[src/rtl/u111_dynamic_sizer.sv]
// u111_dynamic_sizer: splits 68040 long/word/byte/line transfers into 8/16/32-bit local-bus sub-cycles
module u111_dynamic_sizer #(
  parameter int TIMEOUT = 255,
  parameter int LINE_AS_LONG = 1
) (
  input  logic        CLK80,
  input  logic        RESET,
  input  logic        TS_CPUn,
  input  logic        RnW,
  input  logic [1:0]  SIZ,
  input  logic [1:0]  A_040,
  input  logic [1:0]  PORTSIZE,
  input  logic        TACKn,
  input  logic [31:0] D_CPU_WR,
  input  logic [31:0] D_AMIGA_RD,
  output logic        TSn,
  output logic        TAn,
  output logic        TBI_CPUn,
  output logic        TEA_CPUn,
  output logic [1:0]  A_AMIGA,
  output logic [31:0] D_AMIGA_WR,
  output logic        D_AMIGA_OE,
  output logic [31:0] D_CPU_RD,
  output logic        D_CPU_OE,
  output logic        BUSY
);
  typedef enum logic [2:0] {IDLE, START, WAIT, DONE, ERR} state_t;
  state_t state, nxt;
  logic rnw_q, ack, expired, is_long, p8, p16, wr_now;
  logic [1:0] siz_q, ps_q, k, k_last, step, a1, ia, ia1;
  logic [15:0] cnt;
  logic [31:0] wr_q;
  logic [3:0][7:0] wr_b, asm_q;
  assign wr_b = wr_q;
  assign D_CPU_RD = asm_q;
  always_comb begin
    p8 = ps_q == 2'b01;
    p16 = ps_q == 2'b10;
    is_long = siz_q == 2'b00 || siz_q == 2'b11;
    k_last = p8 ? (is_long ? 2'd3 : siz_q == 2'b10 ? 2'd1 : 2'd0) : (p16 && is_long) ? 2'd1 : 2'd0;
    step = p8 ? 2'd1 : p16 ? 2'd2 : 2'd0;
    a1 = A_AMIGA + 2'd1;
    ia = ~A_AMIGA;
    ia1 = ~a1;
    ack = state == WAIT && !TACKn;
    expired = state == WAIT && TACKn && cnt == 16'(TIMEOUT - 1);
    wr_now = state == IDLE ? !RnW : !rnw_q;
    nxt = state == IDLE ? (TS_CPUn ? IDLE : START)
        : state == START ? WAIT
        : state == WAIT ? (ack ? (k == k_last ? DONE : START) : expired ? ERR : WAIT)
        : IDLE;
    D_AMIGA_WR = p8 ? {wr_b[ia], wr_q[23:0]} : p16 ? {wr_b[ia], wr_b[ia1], wr_q[15:0]} : wr_q;
  end
  always_ff @(posedge CLK80) begin
    if (RESET) begin
      state <= IDLE;
      TSn <= 1'b1;
      TAn <= 1'b1;
      TBI_CPUn <= 1'b1;
      TEA_CPUn <= 1'b1;
      D_AMIGA_OE <= 1'b0;
      D_CPU_OE <= 1'b0;
      BUSY <= 1'b0;
      A_AMIGA <= 2'b00;
      k <= 2'd0;
      cnt <= '0;
      asm_q <= '0;
      rnw_q <= 1'b1;
      siz_q <= 2'b00;
      ps_q <= 2'b00;
      wr_q <= '0;
    end else begin
      state <= nxt;
      TSn <= nxt != START;
      TAn <= nxt != DONE;
      TEA_CPUn <= nxt != ERR;
      TBI_CPUn <= !(nxt == DONE && siz_q == 2'b11 && LINE_AS_LONG != 0);
      D_CPU_OE <= nxt == DONE && rnw_q;
      D_AMIGA_OE <= (nxt == START || nxt == WAIT) && wr_now;
      BUSY <= nxt != IDLE;
      cnt <= state == START ? '0 : (state == WAIT && TACKn) ? cnt + 16'd1 : cnt;
      if (state == IDLE && !TS_CPUn) begin
        rnw_q <= RnW;
        siz_q <= SIZ;
        ps_q <= PORTSIZE;
        wr_q <= D_CPU_WR;
        k <= 2'd0;
        A_AMIGA <= (SIZ == 2'b00 || SIZ == 2'b11) ? 2'b00 : A_040;
      end
      if (ack) begin
        if (rnw_q) begin
          if (p8) asm_q[ia] <= D_AMIGA_RD[31:24];
          else if (p16) begin
            asm_q[ia] <= D_AMIGA_RD[31:24];
            asm_q[ia1] <= D_AMIGA_RD[23:16];
          end else asm_q <= D_AMIGA_RD;
        end
        if (k != k_last) begin
          k <= k + 2'd1;
          A_AMIGA <= A_AMIGA + step;
        end
      end
      if (nxt == ERR && rnw_q) asm_q <= '0;
    end
  end
endmodule

[config.mk]
export PLATFORM = sky130hd
export DESIGN_NAME = u111_dynamic_sizer
export DESIGN_NICKNAME = d
export VERILOG_FILES = /design/src/rtl/u111_dynamic_sizer.sv
export SDC_FILE = /design/constraint.sdc
export NUM_CORES = 1
export LEC_CHECK = 0
export CAP_MARGIN = 5
export CORE_MARGIN = 2
export CORE_UTILIZATION = 40
export DETAILED_ROUTE_END_ITERATION = 7
export GPL_TIMING_DRIVEN = 1
export PLACE_DENSITY_LB_ADDON = 0.05
export SLEW_MARGIN = 15
export SYNTH_ARGS = -nofsm -noshare
export SYNTH_HDL_FRONTEND = slang
export SYNTH_SLANG_ARGS = --single-unit
[constraint.sdc]
create_clock -name CLK80 -period 2.8 [get_ports CLK80]
set_clock_uncertainty 0.05 [all_clocks]
set_input_delay 0.84 -clock CLK80 [delete_from_list [all_inputs] [get_ports CLK80]]
set_output_delay 0.84 -clock CLK80 [all_outputs]
set_load 0.03 [all_outputs]
==> out/qor.txt, run 1 <==
DR pass1 iterations: 7
Iteration-0 DRC Markers: 559
Buffers & Inverters on Critical Path: 4
logic gate share of total power: 0.287
hold wc startpoint: D_CPU_RD[21]
Seq cells post-synth: 99
TNS Setup: 0 ns
worst hold-check path type: flop to flop
Post-DP Area: 0.00695 mm²
footprint of the multi-input gates: 0.00309 mm²
Mapped Cells: 666
Final nets: 874
clk buf depth: 2
critical path peak fanout: 8
total number of vias: 5547
commonest non-fill, non-tap cell in the layout: clkdlybuf4s50_1
Hold EP: D_CPU_RD[21]
Layout Cells excl Fill: 972
sequential share of power: 0.398
Avg Cell Area, Syn: 8.06 µm²
Clk pwr share: 0.314
pre-CTS WS: -0.00764 ns
Max Cap Violations: 0
Crit. End Element: output port
Worst Tran Pin Value: 0.991 ns
initial core utilization: 0.407
routed length per instance: 17.6 µm
DRC violations left: 0
ant diodes: 0
initial antenna violation count: 0
internal power: 0.00263 W
Sw Pwr: 0.00127 W
Worst EP required: 1.91 ns
largest stage delay on the critical path: 0.33 ns
post-synth cell types: 62
R2R setup slack: 0.57 ns
Arr. time, crit path: 1.88 ns
crit path cell chain: inv_2, ha_4, buf_6, buf_4, nand2_4, o22ai_2, a21oi_2, buf_6
worst-skew pair later-pin latency: 0.35 ns
Reg area: 0.00199 mm²
global-route wire length before repair: 26.7 mm
global route hottest layer: met2
Final Cycle Share: 0.988
Synth-to-Final Area Change: 38.0%
layout cells sized above 1: 0.134
I/O pin count: 148
Main synth FF type: dfxtp_1
Fillers: 1212
RR Startpoint: A_AMIGA[0]
Post-Syn Area: 0.00537 mm²
num rows: 42
grt ovf: 0
sequential share of the synthesized area: 0.369
Async S/R FF share, synth: 0
Routed Antenna Nets: 0
root buffer cell: clkbuf_16
met1 usage: 0.321
WL final: 17.1 mm
unrepaired setup endpoints after global routing: yes
H-tree Lvls: 3
CP dominant cell by count: buf_6
clock sinks: 99
Slew HR: 0.337
Leakage: 2.64 nW
dpl hpwl: 12.1 mm
Crit-path slowest cell: dfxtp_2
Sw Share: 0.326
largest net degree at the start of global routing: 51
Worst Slack Setup Final: 0.0328 ns
startpoint types: flop
vias in the first global route: 5136
RD Place Congestion: 0.835
outcome: complete, no violations
Die Y: 120 µm
Hold Fails Final Rpt: 0
final setup fails: 0
Hold-fix buffers, CTS: 0
Top delay family on crit path: buffers and inverters
Post-synth EDFFs: 0
RR Endpoint: D_CPU_RD[2]
hold path cells: 2
Post-Layout Inst Area: 0.00741 mm²
yosys synthesis warning count: 0
Power Dens Cells: 527 mW/mm²
total track usage: 0.233
Reg2Reg Depth: 8
die width: 120 µm
met3 Use GR: 0.0494
die area: 0.0144 mm²
fmax: 361 MHz
Final min period: 2.77 ns
critical setup path kind: flop to output port
core area: 0.0132 mm²
IO buf count: 147
Global Route met2 Usage: 0.368
Max rail drop VDD: 456 µV
CTS clk-pin slew, worst paths: 0.07 ns
syn nets: 749
dpl cells: 953
Slew Limit Fails: 0
CTS tree: done
most frequent cells in the layout: 131 x clkdlybuf4s50_1, 96 x dfxtp_1, 93 x nand2_1
CTS Buf Count: 9
Via density: 5.71
-- flip-flops by register name, summed over array words and instances, names as in the netlist --
name and flops:
ps_q 2, D_CPU_RD 32, BUSY 1, D_CPU_OE 1
rnw_q 1, siz_q 2, TSn 1, TAn 1
TBI_CPUn 1, state 3, k 2, wr_b 32
cnt 16, D_AMIGA_OE 1, TEA_CPUn 1, A_AMIGA 2
-- through the flow --
| step | utilization | hold WS [ns] | power (W) |
|---|---|---|---|
| 2_1_floorplan | - | 0.397 | 0.00223 |
| 6_report | 0.561 | 0.420 | 0.00390 |
| 3_5_place_dp | 0.527 | 0.412 | 0.00262 |
| 5_1_grt | 0.561 | 0.439 | 0.00407 |
| 4_1_cts | 0.556 | 0.425 | 0.00390 |
| 3_3_place_gp | 0.527 | 0.407 | 0.00261 |
-- worst register-to-register path: cells and delay by family, from the launching register on --
| family | cells | cell delay, ns |
|---|---|---|
| AND/OR/NAND/NOR | 2 | 0.68 |
| AO/OA/AOI/OAI | 3 | 0.53 |
| buffers and inverters | 2 | 0.33 |
| flip-flops | 1 | 0.32 |
| adder cells (fa/ha/maj) | 1 | 0.26 |
-- worst max-delay path by stage --
stage,start,endpoint,depth (start not counted),slack [ns]
6_report,A_AMIGA[0],D_AMIGA_WR[18],8,0.03
5_1_grt,A_AMIGA[1],D_AMIGA_WR[16],7,-0.02
4_1_cts,A_AMIGA[0],D_AMIGA_WR[22],7,0.0007
3_5_place_dp,TACKn,D_CPU_RD[14],6,-0.008
3_3_place_gp,TACKn,D_CPU_RD[14],6,0.01
2_1_floorplan,A_AMIGA[0],D_AMIGA_WR[17],8,0.01
-- layer usage --
layer  part of all wire  wire length (µm)
met1               0.46              7810
met2               0.46              7820
met3              0.073              1250
met4              0.014               237
met5                  0                 0
-- cell families (layout without fill, tap and decap cells) --
logic type / after synthesis / in the layout / synth area share
and+or+nand+nor: 241 / 241 / 0.203
AOI/OAI and AO/OA: 205 / 205 / 0.271
DFF: 99 / 99 / 0.369
buffers and inverters: 82 / 212 / 0.0812
muxes: 18 / 18 / 0.0354
xor gates and xnor gates: 13 / 13 / 0.0212
adders and majority gates: 8 / 8 / 0.0187
-- power by group through the flow --
| stage | Sequential [W] | Combinational, W | Clock (W) |
|---|---|---|---|
| final | 0.00155 | 0.00112 | 0.00123 |
| after global routing | 0.00156 | 0.00120 | 0.00131 |
| after CTS | 0.00155 | 0.00109 | 0.00126 |
| after detailed placement | 0.00158 | 0.00104 | 0 |
| after global placement | 0.00158 | 0.00103 | 0 |
| after floorplan | 0.00161 | 0.000618 | 0 |
-- Yosys cell counts (all sizes together) (2+ instances only) --
cell type	number	area [µm²]
o21a	3	22.5
a21oi	71	355
a221oi	8	70.1
o221ai	3	26.3
nor4	4	25.0
a311oi	4	35.0
o2bb2ai	3	26.3
a21o	2	15.0
o211ai	3	22.5
nand3	15	75.1
a22o	15	131
buf	34	255
nor3	8	45.0
a211o	2	17.5
nor4bb	2	20.0
o22a	8	70.1
clkbuf	26	97.6
nand2	95	357
nand4	9	56.3
a22oi	6	45.0
o22ai	16	100
a222oi	16	160
mux2i	10	100
or3	9	56.3
xnor2	7	61.3
o311ai	5	43.8
nor2b	7	43.8
nor2	76	285
nor3b	3	22.5
and3	2	12.5
o21ai	16	98.9
ha	8	100
inv	21	78.8
dfxtp	99	1980
xor2	6	52.6
nand2b	4	25.0
nor4b	2	23.8
a2bb2oi	16	140
mux2	8	90.1
-- layout make-up --
type / count / area share
clock inverters: 6 / 0.00659
repair buffers: 174 / 0.234
flip-flops and latches: 99 / 0.268
multi-input cells: 485 / 0.418
clock buffers: 10 / 0.0323
inverters: 22 / 0.0112
well taps: 176 / 0.0297
-- timing repair --
action | in CTS | in global routing
endpoints found under the setup margin | 16 | 16
pin swaps | 1 | 6
buffers inserted | 2 | 1
resized for setup | 17 | 17
Note: power is estimated with default switching activity, not from simulation.
==> inputs of run 2 (changes only) <==
--- a/config.mk
+++ b/config.mk
@@ -9,9 +9,10 @@
 export CORE_MARGIN = 2
 export CORE_UTILIZATION = 40
 export DETAILED_ROUTE_END_ITERATION = 7
+export GPL_ROUTABILITY_DRIVEN = 0
 export GPL_TIMING_DRIVEN = 1
 export PLACE_DENSITY_LB_ADDON = 0.05
-export SLEW_MARGIN = 15
+export SLEW_MARGIN = 30
 export SYNTH_ARGS = -nofsm -noshare
 export SYNTH_HDL_FRONTEND = slang
 export SYNTH_SLANG_ARGS = --single-unit
==> run 2 against run 1 <==
Net effect: the run now ends with design-rule violations left; maximum frequency up 1.0%; sequential power barely moved; power rose by 1.6%; non-clock buffer count is 2 lower; combinational power barely moved; flip-flop and latch count did not move; global-route usage shrank 0.70 points; worst setup slack improved by 0.027 ns; worst hold slack gained 0.0018 ns; critical path type unchanged.
==> out/qor.txt, run 2 (synthesized netlist as in run 1, its figures left out) <==
final setup fails: 0 (unchanged)
dpl hpwl: 11.8 mm (was 12.1 mm)
routed length per instance: 16.9 µm (was 17.6 µm)
Hold EP: D_CPU_RD[17] (was D_CPU_RD[21])
Synth-to-Final Area Change: 38.2% (was 38.0%)
grt ovf: 0 (unchanged)
fmax: 365 MHz (was 361 MHz)
worst-skew pair later-pin latency: 0.35 ns (about the same)
startpoint types: flop (unchanged)
layout cells sized above 1: 0.128 (was 0.134)
Post-DP Area: 0.00694 mm² (was 0.00695 mm²)
total track usage: 0.227 (was 0.233)
outcome: finished with violations (was complete, no violations)
Hold Fails Final Rpt: 0 (unchanged)
Die Y: 120 µm (unchanged)
initial core utilization: 0.407 (unchanged)
H-tree Lvls: 3 (unchanged)
failing checks: design-rule violations
Hold-fix buffers, CTS: 0 (unchanged)
initial antenna violation count: 0 (unchanged)
Reg area: 0.00198 mm² (was 0.00199 mm²)
DR pass1 iterations: 8 (was 7)
WHS: 0.422 ns (was 0.420 ns)
Routed Antenna Nets: 0 (unchanged)
max layer used: met4 (unchanged)
RR Endpoint: D_CPU_RD[2] (unchanged)
unrepaired setup endpoints after global routing: yes (unchanged)
Arr. time, crit path: 1.85 ns (was 1.88 ns)
Max rail drop VDD: 385 µV (was 456 µV)
Max Cap Violations: 0 (unchanged)
vias in the first global route: 5075 (was 5136)
ant diodes: 0 (unchanged)
Power Dens Cells: 535 mW/mm² (was 527 mW/mm²)
Iteration-0 DRC Markers: 477 (was 559)
core area: 0.0132 mm² (unchanged)
Layout Cells excl Fill: 970 (was 972)
hold wc startpoint: D_CPU_RD[17] (was D_CPU_RD[21])
I/O pin count: 148 (unchanged)
Post-Layout Inst Area: 0.00741 mm² (about the same)
CTS clk-pin slew, worst paths: 0.07 ns (about the same)
Worst Tran Pin Value: 0.664 ns (was 0.991 ns)
root buffer cell: clkbuf_16 (unchanged)
largest net degree at the start of global routing: 52 (was 51)
clock sinks: 99 (unchanged)
most frequent cells in the layout: 131 x clkdlybuf4s50_1, 97 x dfxtp_1, 93 x nand2_1 (was 131 x clkdlybuf4s50_1, 96 x dfxtp_1, 93 x nand2_1)
total number of vias: 5453 (was 5547)
critical setup path kind: flop to output port (unchanged)
die area: 0.0144 mm² (unchanged)
R2R setup slack: 0.55 ns (was 0.57 ns)
clk buf depth: 2 (unchanged)
worst setup path start: A_AMIGA[0] (unchanged)
Final Cycle Share: 0.978 (was 0.988)
footprint of the multi-input gates: 0.00309 mm² (unchanged)
Reg2Reg Depth: 8 (unchanged)
DRC violations left: 5 (was 0)
Finished Core Util: 0.562 (was 0.561)
hold path cells: 2 (unchanged)
num rows: 42 (unchanged)
dpl cells: 952 (was 953)
WL met3: 1.17 mm (was 1.25 mm)
worst hold-check path type: flop to flop (unchanged)
die width: 120 µm (unchanged)
WL final: 16.4 mm (was 17.1 mm)
CTS Buf Count: 9 (unchanged)
critical path peak fanout: 5 (was 8)
Leakage: 2.64 nW (about the same)
global-route wire length before repair: 26.0 mm (was 26.7 mm)
Fillers: 1210 (was 1212)
Crit. End Element: output port (unchanged)
IO buf count: 147 (unchanged)
RR Startpoint: A_AMIGA[0] (unchanged)
commonest non-fill, non-tap cell in the layout: clkdlybuf4s50_1 (unchanged)
CTS tree: done (unchanged)
Final nets: 872 (was 874)
Via density: 5.62 (was 5.71)
WL met2: 7.38 mm (was 7.82 mm)
M1 WL: 7.69 mm (was 7.81 mm)
Slew HR: 0.555 (was 0.337)
Slew Limit Fails: 0 (unchanged)
Worst EP required: 1.91 ns (about the same)
Final min period: 2.74 ns (was 2.77 ns)
[run 2: how the worst max path moves through the flow]
stage | to | cells past startpoint | slack, ns
after CTS | D_AMIGA_WR[18] | 7 | -0.02
after global routing | D_AMIGA_WR[16] | 6 | -0.01
final | D_AMIGA_WR[16] | 7 | 0.06
after floorplan | D_AMIGA_WR[17] | 8 | 0.01
after global placement | D_CPU_RD[14] | 6 | 0.02
after detailed placement | D_CPU_RD[14] | 6 | -0.03
[run 2: timing repair]
action                     in CTS  in global routing
pin swaps                       1                  9
setup endpoints to repair      16                 13
resized for setup              10                 22
buffers inserted                2                  0
[run 2: power breakdown]
part	switching (W)	internal (W)
Clock	0.000588	0.000709
Sequential	0.0000733	0.00148
Combinational	0.000606	0.000506
[run 2: routing by layer]
| metal | GRT usage | vias up |
|---|---|---|
| met5 | 0 | - |
| met4 | 0.0544 | 0 |
| met3 | 0.0589 | 15 |
| met2 | 0.348 | 198 |
| met1 | 0.318 | 2585 |
| li1 | - | 2655 |
[run 2: worst max-delay path, cell delays in order (launching register included)]
cell and delay, ns:
dfxtp_2 0.33, inv_1 0.07, ha_4 0.29, buf_6 0.13, mux2_4 0.32, o22ai_4 0.13
a21oi_4 0.07, buf_4 0.17
[run 2: area by class of cell]
cell class                 instances  area share
sequential                        99       0.268
tap                              176      0.0297
timing repair buffer             172       0.232
clock buffer                       9      0.0304
multi-input combinational        485       0.417
inverter                          22      0.0111
clock inverter                     7      0.0111
[run 2: through the flow]
stage | worst slack, ns | power (W) | setup TNS, ns
5_1_grt | -0.0147 | 0.00414 | -0.0319
6_report | 0.0602 | 0.00396 | 0
4_1_cts | -0.0208 | 0.00395 | -0.0593
3_3_place_gp | 0.0175 | 0.00260 | 0
2_1_floorplan | 0.0147 | 0.00223 | 0
3_5_place_dp | -0.0257 | 0.00262 | -0.132
